<file path="src/rtl/branch_redirect_ctrl_if.sv">
// Branch-resolution / fetch-redirect bundle between the issue pipeline and the
// redirect controller. The pipeline side is the master, the controller the slave.
interface branch_redirect_ctrl_if;
  logic        s0_jump;
  logic        s0_jaccept;
  logic [31:0] s0_jaddr;
  logic        s1_jump;
  logic        s1_jaccept;
  logic [31:0] s1_jaddr;
  logic        fetch_ready;
  logic        redirect_valid;
  logic [31:0] redirect_addr;
  logic        flush;
  logic        stall_issue;
  logic        s1_kill;
  logic [15:0] branch_cnt;
  logic [15:0] taken_cnt;

  modport master (
    output s0_jump, s0_jaccept, s0_jaddr,
    output s1_jump, s1_jaccept, s1_jaddr,
    output fetch_ready,
    input  redirect_valid, redirect_addr, flush, stall_issue, s1_kill,
    input  branch_cnt, taken_cnt
  );

  modport slave (
    input  s0_jump, s0_jaccept, s0_jaddr,
    input  s1_jump, s1_jaccept, s1_jaddr,
    input  fetch_ready,
    output redirect_valid, redirect_addr, flush, stall_issue, s1_kill,
    output branch_cnt, taken_cnt
  );
endinterface

</file>
<file path="src/rtl/branch_redirect_ctrl.sv">
// Dual-slot branch redirect controller: picks the oldest taken branch, issues a
// redirect to fetch, then holds flush/stall for a fixed number of cycles.
module branch_redirect_ctrl #(
  parameter int unsigned FLUSH_CYCLES = 2
) (
  input logic                  clk,
  input logic                  rst,
  branch_redirect_ctrl_if.slave bus
);

  typedef enum logic [1:0] {StIdle, StRedirect, StFlush} state_e;

  state_e      state_q, state_d;
  logic [31:0] addr_q, addr_d;
  logic [3:0]  fcnt_q, fcnt_d;
  logic [15:0] branch_cnt_q, branch_cnt_d;
  logic [15:0] taken_cnt_q, taken_cnt_d;

  logic        s0_sel;
  logic        s1_sel;
  logic        kill_s1;
  logic [1:0]  br_inc;
  logic [16:0] br_sum;

  // Slot selection: the older slot always wins when both resolve taken.
  always_comb begin
    s0_sel  = bus.s0_jump & bus.s0_jaccept;
    s1_sel  = ~s0_sel & bus.s1_jump & bus.s1_jaccept;
    kill_s1 = (state_q == StIdle) & s0_sel;
  end

  // Next-state logic for the FSM, target latch, flush counter and statistics.
  always_comb begin
    state_d      = state_q;
    addr_d       = addr_q;
    fcnt_d       = fcnt_q;
    branch_cnt_d = branch_cnt_q;
    taken_cnt_d  = taken_cnt_q;
    // A killed slot 1 is on the wrong path and is not counted as resolved.
    br_inc       = {1'b0, bus.s0_jump} + {1'b0, bus.s1_jump & ~kill_s1};
    br_sum       = {1'b0, branch_cnt_q} + {15'd0, br_inc};

    unique case (state_q)
      StIdle: begin
        branch_cnt_d = br_sum[16] ? 16'hFFFF : br_sum[15:0];
        if (s0_sel || s1_sel) begin
          state_d = StRedirect;
          addr_d  = (s0_sel ? bus.s0_jaddr : bus.s1_jaddr) & ~32'd1;
          if (taken_cnt_q != 16'hFFFF) begin
            taken_cnt_d = taken_cnt_q + 16'd1;
          end
        end
      end
      StRedirect: begin
        if (bus.fetch_ready) begin
          if (FLUSH_CYCLES == 0) begin
            state_d = StIdle;
          end else begin
            state_d = StFlush;
            fcnt_d  = 4'(FLUSH_CYCLES);
          end
        end
      end
      StFlush: begin
        fcnt_d = fcnt_q - 4'd1;
        // Leave on the cycle the counter would hit zero; <= also guards a stray 0.
        if (fcnt_q <= 4'd1) begin
          state_d = StIdle;
          fcnt_d  = 4'd0;
        end
      end
      default: state_d = StIdle;
    endcase
  end

  // State register with synchronous reset; branch inputs are ignored under reset.
  always_ff @(posedge clk) begin
    if (rst) begin
      state_q      <= StIdle;
      addr_q       <= 32'd0;
      fcnt_q       <= 4'd0;
      branch_cnt_q <= 16'd0;
      taken_cnt_q  <= 16'd0;
    end else begin
      state_q      <= state_d;
      addr_q       <= addr_d;
      fcnt_q       <= fcnt_d;
      branch_cnt_q <= branch_cnt_d;
      taken_cnt_q  <= taken_cnt_d;
    end
  end

  assign bus.redirect_valid = (state_q == StRedirect);
  assign bus.redirect_addr  = addr_q;
  assign bus.flush          = (state_q != StIdle);
  assign bus.stall_issue    = (state_q != StIdle);
  assign bus.s1_kill        = kill_s1;
  assign bus.branch_cnt     = branch_cnt_q;
  assign bus.taken_cnt      = taken_cnt_q;

endmodule

</file>
<file path="src/flat_wrapper.sv">
// flat-port wrapper written by rule: the top's interface ports become plain ports
module branch_redirect_ctrl_flat 
#(
  parameter int unsigned FLUSH_CYCLES = 2
)
  (clk, rst, bus_s0_jump, bus_s0_jaccept, bus_s0_jaddr, bus_s1_jump, bus_s1_jaccept, bus_s1_jaddr, bus_fetch_ready, bus_redirect_valid, bus_redirect_addr, bus_flush, bus_stall_issue, bus_s1_kill, bus_branch_cnt, bus_taken_cnt);
  branch_redirect_ctrl_if bus_i ();
  input logic clk;
  input logic rst;
  input wire logic [$bits(bus_i.s0_jump)-1:0] bus_s0_jump;
  input wire logic [$bits(bus_i.s0_jaccept)-1:0] bus_s0_jaccept;
  input wire logic [$bits(bus_i.s0_jaddr)-1:0] bus_s0_jaddr;
  input wire logic [$bits(bus_i.s1_jump)-1:0] bus_s1_jump;
  input wire logic [$bits(bus_i.s1_jaccept)-1:0] bus_s1_jaccept;
  input wire logic [$bits(bus_i.s1_jaddr)-1:0] bus_s1_jaddr;
  input wire logic [$bits(bus_i.fetch_ready)-1:0] bus_fetch_ready;
  output wire logic [$bits(bus_i.redirect_valid)-1:0] bus_redirect_valid;
  output wire logic [$bits(bus_i.redirect_addr)-1:0] bus_redirect_addr;
  output wire logic [$bits(bus_i.flush)-1:0] bus_flush;
  output wire logic [$bits(bus_i.stall_issue)-1:0] bus_stall_issue;
  output wire logic [$bits(bus_i.s1_kill)-1:0] bus_s1_kill;
  output wire logic [$bits(bus_i.branch_cnt)-1:0] bus_branch_cnt;
  output wire logic [$bits(bus_i.taken_cnt)-1:0] bus_taken_cnt;
  assign bus_i.s0_jump = bus_s0_jump;
  assign bus_i.s0_jaccept = bus_s0_jaccept;
  assign bus_i.s0_jaddr = bus_s0_jaddr;
  assign bus_i.s1_jump = bus_s1_jump;
  assign bus_i.s1_jaccept = bus_s1_jaccept;
  assign bus_i.s1_jaddr = bus_s1_jaddr;
  assign bus_i.fetch_ready = bus_fetch_ready;
  assign bus_redirect_valid = bus_i.redirect_valid;
  assign bus_redirect_addr = bus_i.redirect_addr;
  assign bus_flush = bus_i.flush;
  assign bus_stall_issue = bus_i.stall_issue;
  assign bus_s1_kill = bus_i.s1_kill;
  assign bus_branch_cnt = bus_i.branch_cnt;
  assign bus_taken_cnt = bus_i.taken_cnt;
  branch_redirect_ctrl #(.FLUSH_CYCLES(FLUSH_CYCLES)) u_core (.clk(clk), .rst(rst), .bus(bus_i));
endmodule
</file>
<file path="config.mk">
export PLATFORM = sky130hd
export DESIGN_NAME = branch_redirect_ctrl_flat
export DESIGN_NICKNAME = d
export VERILOG_FILES = /design/src/rtl/branch_redirect_ctrl_if.sv /design/src/rtl/branch_redirect_ctrl.sv /design/src/flat_wrapper.sv
export SDC_FILE = /design/constraint.sdc
export NUM_CORES = 1
export LEC_CHECK = 0
export CORE_MARGIN = 8
export CORE_UTILIZATION = 45
export CTS_BUF_LIST = sky130_fd_sc_hd__clkbuf_2
export CTS_CLUSTER_SIZE = 40
export DETAILED_ROUTE_END_ITERATION = 10
export HOLD_SLACK_MARGIN = 0.03
export PLACE_DENSITY_LB_ADDON = 0.3
export REMOVE_ABC_BUFFERS = 1
export SETUP_SLACK_MARGIN = 0.15
export SYNTH_ARGS = -nofsm -noshare
export SYNTH_HDL_FRONTEND = slang
export SYNTH_SLANG_ARGS = --single-unit
</file>
<file path="constraint.sdc">
create_clock -name clk -period 5.6 [get_ports clk]
set_input_delay 1.12 -clock clk [delete_from_list [all_inputs] [get_ports clk]]
set_output_delay 1.12 -clock clk [all_outputs]
set_load 0.05 [all_outputs]
</file>
# Word level (Yosys, flattened, before mapping)
# Cells that the tools add are included.
[totals]
register_bits = 69
output_inout_bits = 68
elab_cells = 40
[op_classes]
add_sub_neg = 4
order_cmp = 1
eq_ne = 6
mux = 9
n_bitwise = 7
n_reduce_logical = 8
[op_table]
columns = ["op", "count"]
rows = [
  ["32-bit 2-to-1 mux", 1],
  ["16-bit by 2-bit adder with 17-bit output", 1],
  ["16-bit by 1-bit adder with 16-bit output (second input constant)", 1],
  ["16-bit 2-to-1 mux", 1],
  ["16-bit inequality test (second input constant)", 1],
  ["4-bit 2-to-1 mux", 2],
  ["4-bit case mux with 2 select lines", 1],
  ["2-bit 2-to-1 mux", 3],
  ["2-bit case mux with 3 select lines", 1],
  ["3-bit AND reduction", 2],
  ["1-bit bitwise AND", 5],
  ["4-bit by 1-bit less-or-equal comparator with 1-bit output (second input constant)", 1],
  ["2-bit inequality test (second input constant)", 2],
  ["2-bit AND reduction", 2],
  ["2-bit nonzero test", 2],
  ["4-bit by 1-bit subtractor with 4-bit output (second input constant)", 1],
  ["1-bit by 1-bit adder with 2-bit output", 1],
  ["2-bit by 1-bit == test with 1-bit output (second input constant)", 1],
  ["2-bit == test (second input constant)", 1],
  ["2-bit zero test", 1],
  ["2-bit by 1-bit inequality test with 1-bit output (second input constant)", 1],
  ["1-bit inverter", 2],
  ["1-bit logical OR", 1],
]

# Logic depth before layout (Yosys ltp)
# Gate-level depths: netlist (run 1).
[depth]
ltp_word = 7
depth_mapped = 12
depth_no_buf = 11

# Worst setup path after synthesis (run 1)
# OpenSTA, ideal clock, no wires.
[synth_path]
kind = "input to register"
start = "in bus_s0_jump"
end = "reg u_core.branch_cnt_q[10] (netlist: u_core.bus.branch_cnt[10])"
setup_time_ps = 128
arrival_time_ps = 3728
required_ps = 5472
path_slack_ps = 1744
cell_stages = 12
path_cell_list = "clkbuf_1 -> nand2_1 -> nor2_1 -> nor2b_1 -> fa_1 -> ha_1 -> and4bb_2 -> and3_1 -> clkbuf_1 -> nand3_1 -> mux2i_1 -> nor2_1"
[synth_between]
elab_chain_cells = 7
[synth_rtl]
columns = ["item", "line_no", "text"]
rows = [
  ["start: declaration", "flat_wrapper.sv:10", "input wire logic [$bits(bus_i.s0_jump)-1:0] bus_s0_jump;"],
  ["1-bit bitwise AND", "branch_redirect_ctrl.sv:27", "s0_sel = bus.s0_jump & bus.s0_jaccept;"],
  ["1-bit bitwise AND", "branch_redirect_ctrl.sv:29", "kill_s1 = (state_q == StIdle) & s0_sel;"],
  ["via bus_s1_kill", "flat_wrapper.sv:21", "output wire logic [$bits(bus_i.s1_kill)-1:0] bus_s1_kill;"],
  ["1-bit inverter", "branch_redirect_ctrl.sv:40", "br_inc = {1'b0, bus.s0_jump} + {1'b0, bus.s1_jump & ~kill_s1};"],
  ["1-bit bitwise AND", "branch_redirect_ctrl.sv:40", ""],
  ["1-bit by 1-bit adder with 2-bit output", "branch_redirect_ctrl.sv:40", ""],
  ["16-bit by 2-bit adder with 17-bit output", "branch_redirect_ctrl.sv:41", "br_sum = {1'b0, branch_cnt_q} + {15'd0, br_inc};"],
  ["16-bit 2-to-1 mux", "branch_redirect_ctrl.sv:45", "branch_cnt_d = br_sum[16] ? 16'hFFFF : br_sum[15:0];"],
  ["end signal: assignment", "branch_redirect_ctrl.sv:88", "branch_cnt_q <= branch_cnt_d;"],
  ["end: declaration", "branch_redirect_ctrl.sv:16", "logic [15:0] branch_cnt_q, branch_cnt_d;"],
]
# The timed path passes the listed nets, and every way through them passes these cells.
# A chain may end at the register's enable or synchronous reset.

# Worst setup path after layout (run 1)
[layout_path]
start = "in bus_s0_jaccept"
end = "reg u_core.branch_cnt_q[1] (netlist: u_core.bus.branch_cnt[1])"
[layout_between]
elab_chain_cells = 7
[layout_rtl]
columns = ["item", "line_no", "text"]
rows = [
  ["start: declaration", "flat_wrapper.sv:11", "input wire logic [$bits(bus_i.s0_jaccept)-1:0] bus_s0_jaccept;"],
  ["1-bit bitwise AND", "branch_redirect_ctrl.sv:27", ""],
  ["1-bit bitwise AND", "branch_redirect_ctrl.sv:29", ""],
  ["1-bit inverter", "branch_redirect_ctrl.sv:40", ""],
  ["1-bit bitwise AND", "branch_redirect_ctrl.sv:40", ""],
  ["1-bit by 1-bit adder with 2-bit output", "branch_redirect_ctrl.sv:40", ""],
  ["16-bit by 2-bit adder with 17-bit output", "branch_redirect_ctrl.sv:41", ""],
  ["16-bit 2-to-1 mux", "branch_redirect_ctrl.sv:45", ""],
]
# Every way passes these cells.

==> flow_summary.ini, run 1 <==
[pwr]
sequentialPowerShare_pct = 49.4
p_per_area_mw_per_mm2 = 234
switching_share_pct = 35.6
clock_power_share_pct = 19.9
p_sw_mw = 0.391
leakagePower_nw = 1.68
comb_power_share_pct = 30.7
internal_power_mw = 0.708
power.total_mw = 1.10
vdd_drop_max_mv = 0.140

[global_route]
grt_overflow_total = 0
grt_pass1_vias = 3427
grt_max_degree = 42
grtUsageMet1_pct = 20.9
grt_busiest_layer = met2
grt_use_met2_pct = 32.8
grtUsageMet3_pct = 10.1
grt_use_total_pct = 19.7
grt_antenna_before_repair = 0
grt_first_pass_wirelength_mm = 16.1

[detailed_routing]
drt-pass1-iter-count = 4
vias = 3410
avgRoutedWirePerCell_um = 15.6
routed_wl_mm = 9.72
drt.antenna.violating_nets = 0
routed_via_density = 5.46
drt-initial-drc-count = 103
drcViolationCount = 0

[sta]
finalMaxSlewViolations = 0
finalSetupViolations = 0
tightestPinTransition_ns = 0.886
fmax_mhz = 279
finalCritPeriodShare_pct = 63.9
worst_slew_margin_rel_pct = 40.8
hold_violations = 0
rsz0062_at_grt = no
finClkSkew_ns = 0.0106
finalCriticalPeriod_ns = 3.58
tns_ns = 0

[critical_path]
crit_path_end_kind = flop
arrival_ns = 3.93
cp.required_ns = 5.95
cp_max_fo = 33
path_class = input pin to flop
crit_path_start_kind = input pin

[finish]
drive_gt1_share_pct = 5.71
syn2layout_area_growth_pct = 45.4
fin_nets = 597
diodes = 0
final_util_pct = 66.3

[clock_tree]
cts_resized = 0
clk-insertion-delay-late_ns = 0.48
cts_hold_buf = 0
cts_sinks = 69
htreeDepth = 3
cts_tree = yes
clockBufferDepth = 2
clkTransAtPathRegs_ns = 0.17
postCtsSetupBuffers = 0
cts_root_buf = clkbuf_2
cts_buffers = 9

[synth]
ys_seq_area_share_pct = 42.7
ys_ff_latch = 69
async_flop_share_pct = 0
synth-warning-count = 0
synth-edff-count = 0
ys.flop_type = dfxtp_1
synth_cell_type_count = 47
netlist_instances = 400
avgSynthCellArea_sq_um = 8.10
netlist_area_sq_mm = 0.00324

[placed_design]
dp_hpwl_mm = 7.29
gp_congestion = 0.833
numPortBuffers = 135

[min_path]
hp-class = flop to flop

[die]
die_y_um = 101
start_util_pct = 45.6
die_w_um = 101
num_io_pins = 139
design.die.area_sq_mm = 0.0102
rows = 31
core-area_sq_mm = 0.00710

[run]
maxCapViolCount = 0

[outcome]
status = complete, no violations
[stage by stage]
step	worst slack, ns	cells	area, sq um	hold slack, ns
detailed placement	1.54	609	4640	0.493
global placement	1.58	609	4640	0.485
floorplan	1.07	370	3110	0.474
CTS	2.03	624	4710	0.514
global route	1.87	624	4710	0.534
finish	2.02	624	4710	0.507
[synth_stat cells (2+ instances only)]
cell	n	area [sq um]
nor3_1	12	60.1
ha_1	4	50.1
nand4_1	6	37.5
and4_1	2	17.5
dfxtp_1	69	1380
a21oi_1	16	80.1
inv_1	7	26.3
nor4_1	3	18.8
a31oi_1	3	18.8
and3_1	4	25.0
clkbuf_1	21	78.8
mux2i_1	2	20.0
nor2_1	66	248
o21ai_0	3	15.0
or3_1	2	12.5
nand2_1	46	173
mux2_2	3	33.8
o211ai_1	3	22.5
a311oi_1	31	272
nand3_1	42	210
xor2_1	7	61.3
xnor2_1	13	114
a211oi_1	2	15.0
nor2b_1	4	25.0
buf_4	2	15.0
buf_1	6	22.5
[power by group through the flow]
stage / clock (mW) / sequential, mW / combinational, mW
2_1_floorplan: 0 / 0.650 / 0.0898
3_3_place_gp: 0 / 0.551 / 0.335
3_5_place_dp: 0 / 0.553 / 0.339
4_1_cts: 0.227 / 0.543 / 0.340
5_1_grt: 0.247 / 0.548 / 0.360
6_report: 0.219 / 0.543 / 0.337
[cell usage in the layout, fill, tap and decap left out, drive strengths merged, types with 2 or more instances in the layout]
cell | Yosys | final
buf | 9 | 7
nor2 | 67 | 67
or4 | 2 | 2
or3 | 2 | 2
nand2 | 46 | 46
dfxtp | 69 | 69
mux2i | 2 | 2
xnor2 | 13 | 13
clkdlybuf4s50 | 0 | 133
nor3 | 12 | 12
nor4 | 4 | 4
nor2b | 4 | 4
inv | 8 | 8
a21oi | 16 | 16
and3 | 4 | 4
and4 | 2 | 2
nand4 | 6 | 6
a31oi | 3 | 3
clkbuf | 21 | 11
o211ai | 3 | 3
a311oi | 31 | 31
nand3 | 42 | 42
xor2 | 7 | 7
clkinv | 0 | 4
o21ai | 4 | 4
a211oi | 2 | 2
mux2 | 3 | 3
ha | 4 | 4
[cell type report]
class | count | area, sq um
Clock buffer | 11 | 55.1
Multi-Input combinational cell | 293 | 1710
Fill cell | 635 | 2390
Timing Repair Buffer | 140 | 1390
Inverter | 8 | 30.0
Sequential cell | 69 | 1380
Clock inverter | 4 | 16.3
Tap cell | 99 | 124
[final timing paths]
kind / startpoint / endpoint / slack (ns) / depth (start not counted)
worst min register to register: u_core.bus.redirect_addr[17]$_SDFFE_PP0P_ / u_core.bus.redirect_addr[17]$_SDFFE_PP0P_ / 0.51 / 2
worst min-delay path: u_core.bus.redirect_addr[17]$_SDFFE_PP0P_ / u_core.bus.redirect_addr[17]$_SDFFE_PP0P_ / 0.51 / 2
worst max-delay path: bus_s0_jaccept / u_core.bus.branch_cnt[1]$_SDFFE_PP0P_ / 2.02 / 11
worst max register to register: u_core.state_q[1]$_SDFFE_PP0P_ / u_core.bus.branch_cnt[1]$_SDFFE_PP0P_ / 2.90 / 10
[critical path: stages]
cell             delay [ns]
clkdlybuf4s50_1        0.45
buf_4                  0.32
nand2_1                0.13
nor2_1                 0.23
nor2b_1                0.10
fa_1                   0.39
ha_1                   0.20
and4bb_2               0.25
and3_1                 0.27
nand2_1                0.32
a31oi_1                0.13
[flip-flops by register name (all words and copies together), names as in the netlist]
signal	flops
u_core.state_q	2
u_core.bus.branch_cnt	16
u_core.fcnt_q	4
u_core.bus.redirect_addr	31
u_core.bus.taken_cnt	16
[cells by family (layout without fill, tap and decap cells)]
kind of cell | after synthesis | in the layout | synth area share [%]
other | 1 | 1 | 0.116
DFF | 69 | 69 | 42.7
and+or+nand+nor | 198 | 198 | 28.6
adders and majority gates | 5 | 5 | 2.16
muxes | 5 | 5 | 1.66
xor gates and xnor gates | 20 | 20 | 5.41
buffers and inverters | 38 | 163 | 4.87
AOI/OAI and AO/OA | 64 | 64 | 14.5
[layer usage]
metal | wire [um] | up-vias
li1 | - | 1659
met1 | 3930 | 1613
met2 | 4550 | 124
met3 | 1080 | 14
met4 | 160 | 0
met5 | 0 | -
(Power assumes the default switching activity.)
==> run 2: changes to the inputs <==
- CORE_UTILIZATION: 45 -> 44
- clock period: 5.6 -> 3.65 ns (I/O delays scaled with it)
==> run 2 against run 1 <==
Clock-buffer cell count shrank 2. Setup slack lost 1.1 ns. Largest power group unchanged. Non-clock buffer count grew 2. Via count shrank 2.2%. Core utilization grew 0.22 points. Worst hold slack is essentially flat. Combinational power grew 54%. Sequential power grew 53%.
==> flow_summary.ini, run 2 (same netlist as run 1, synthesis figures left out) <==
[outcome]
status = complete, no violations

[critical_path]
cpPeakStageDelay_ns = 0.48
crit_chain = clkdlybuf4s50_1 > nand2_1 > nor2_1 > nor2b_1 > fa_1 > ha_1 > and4bb_2 > and3_1 > nand2_1 > a31oi_1
crit_path_start_kind = input pin
path_class = input pin to flop
cp.required_ns = 4.00
slowest_stage = clkdlybuf4s50_1
crit_path_end_kind = flop
cp_top_family = simple AND/OR/NAND/NOR gates
path_buf_inv = 1
arrival_ns = 3.07
cp_max_fo = 10
cp_common_cell = nand2_1

[finish]
final_cell_mix = clkdlybuf4s50_1, dfxtp_1, nor2_1, nand2_1, nand3_1
final_util_pct = 66.5
design_area_sq_mm = 0.00477
final_cells = 627
drive_gt1_share_pct = 6.44
final_common_cell = clkdlybuf4s50_1
fin_nets = 599
diodes = 0
syn2layout_area_growth_pct = 47.4
largest_register_ffs = 31

[sta]
worst_slew_margin_rel_pct = 39.0
tns_ns = 0
finalSetupViolations = 0
fmax_mhz = 367
finalCriticalPeriod_ns = 2.72
hold-worst-slack_ns = 0.507
finalMaxSlewViolations = 0
rsz0062_at_grt = no
finalCritPeriodShare_pct = 74.6
finClkSkew_ns = 0.0229
tightestPinTransition_ns = 0.916
hold_violations = 0

[clock_tree]
clockBufferDepth = 2
clk-insertion-delay-late_ns = 0.49
clkTransAtPathRegs_ns = 0.18
cts_resized = 0
cts_root_buf = clkbuf_2
cts_buffers = 9
cts_tree = yes
cts_sinks = 69
postCtsSetupBuffers = 0
htreeDepth = 3
cts_hold_buf = 0

[detailed_routing]
routed_via_density = 5.32
drt-pass1-iter-count = 4
vias = 3335
drt-initial-drc-count = 198
avgRoutedWirePerCell_um = 15.1
drt.antenna.violating_nets = 0
drcViolationCount = 0
routed_wl_mm = 9.50

[pwr]
p_per_area_mw_per_mm2 = 373
leakagePower_nw = 1.71
vdd_drop_max_mv = 0.204

[run]
maxCapViolCount = 0

[global_route]
grt_pass1_vias = 3252
grt_antenna_before_repair = 0
grt_first_pass_wirelength_mm = 15.4
grt_max_degree = 66
grt_overflow_total = 0
grt_use_total_pct = 18.7

[placed_design]
dp.cells = 611
dp_hpwl_mm = 7.07
numPortBuffers = 135
place_area_sq_mm = 0.00466
gp_congestion = 0.824

[die]
core-area_sq_mm = 0.00718
num_io_pins = 139
design.die.area_sq_mm = 0.0104
start_util_pct = 45.1
die_y_um = 102
rows = 31
die_w_um = 102

[min_path]
hp-class = flop to flop
==> run 2: final cells by class <==
cell class	instances	area, sq um
repair buffers	142	1420
well taps	99	124
inverters	8	30.0
fillers	587	2400
multi-input cells	293	1710
clock inverters	7	66.3
clock buffers	9	45.0
flip-flops and latches	69	1380
==> run 2: path summary, 6_finish.rpt <==
path / from / end / slack (ns) / depth (start not counted)
worst min register to register: u_core.bus.redirect_addr[3]$_SDFFE_PP0P_ / u_core.bus.redirect_addr[3]$_SDFFE_PP0P_ / 0.51 / 2
worst min-delay path: u_core.bus.redirect_addr[3]$_SDFFE_PP0P_ / u_core.bus.redirect_addr[3]$_SDFFE_PP0P_ / 0.51 / 2
worst max register to register: u_core.state_q[1]$_SDFFE_PP0P_ / u_core.bus.branch_cnt[1]$_SDFFE_PP0P_ / 1.04 / 10
worst max-delay path: bus_s0_jump / u_core.bus.branch_cnt[1]$_SDFFE_PP0P_ / 0.93 / 10
==> run 2: power breakdown <==
part	switching [mW]	total, mW	internal [mW]
Clock	0.275	0.429	0.153
Sequential	0.0308	0.832	0.801
Combinational	0.315	0.520	0.205
==> run 2: through the flow <==
step | total power [mW] | setup slack, ns
after floorplan | 1.14 | -0.493
after global placement | 1.36 | 0.468
after detailed placement | 1.37 | 0.387
after CTS | 1.80 | 0.866
after global routing | 1.87 | 0.759
final | 1.78 | 0.928
==> run 2: tightest hold or removal path, cell delays in order, from the launching register on <==
cell and delay, ns:
dfxtp_1 0.35, nor2_1 0.09, a311oi_1 0.05
==> run 2: metal layers <==
layer  part of all wire, %  vias up  global-route usage (%)
met3                    11       18                    8.80
met1                    41     1536                    20.8
li1                      -     1662                       -
met4                   2.1        0                    8.48
met5                     0        -                       0
met2                    46      119                    29.8
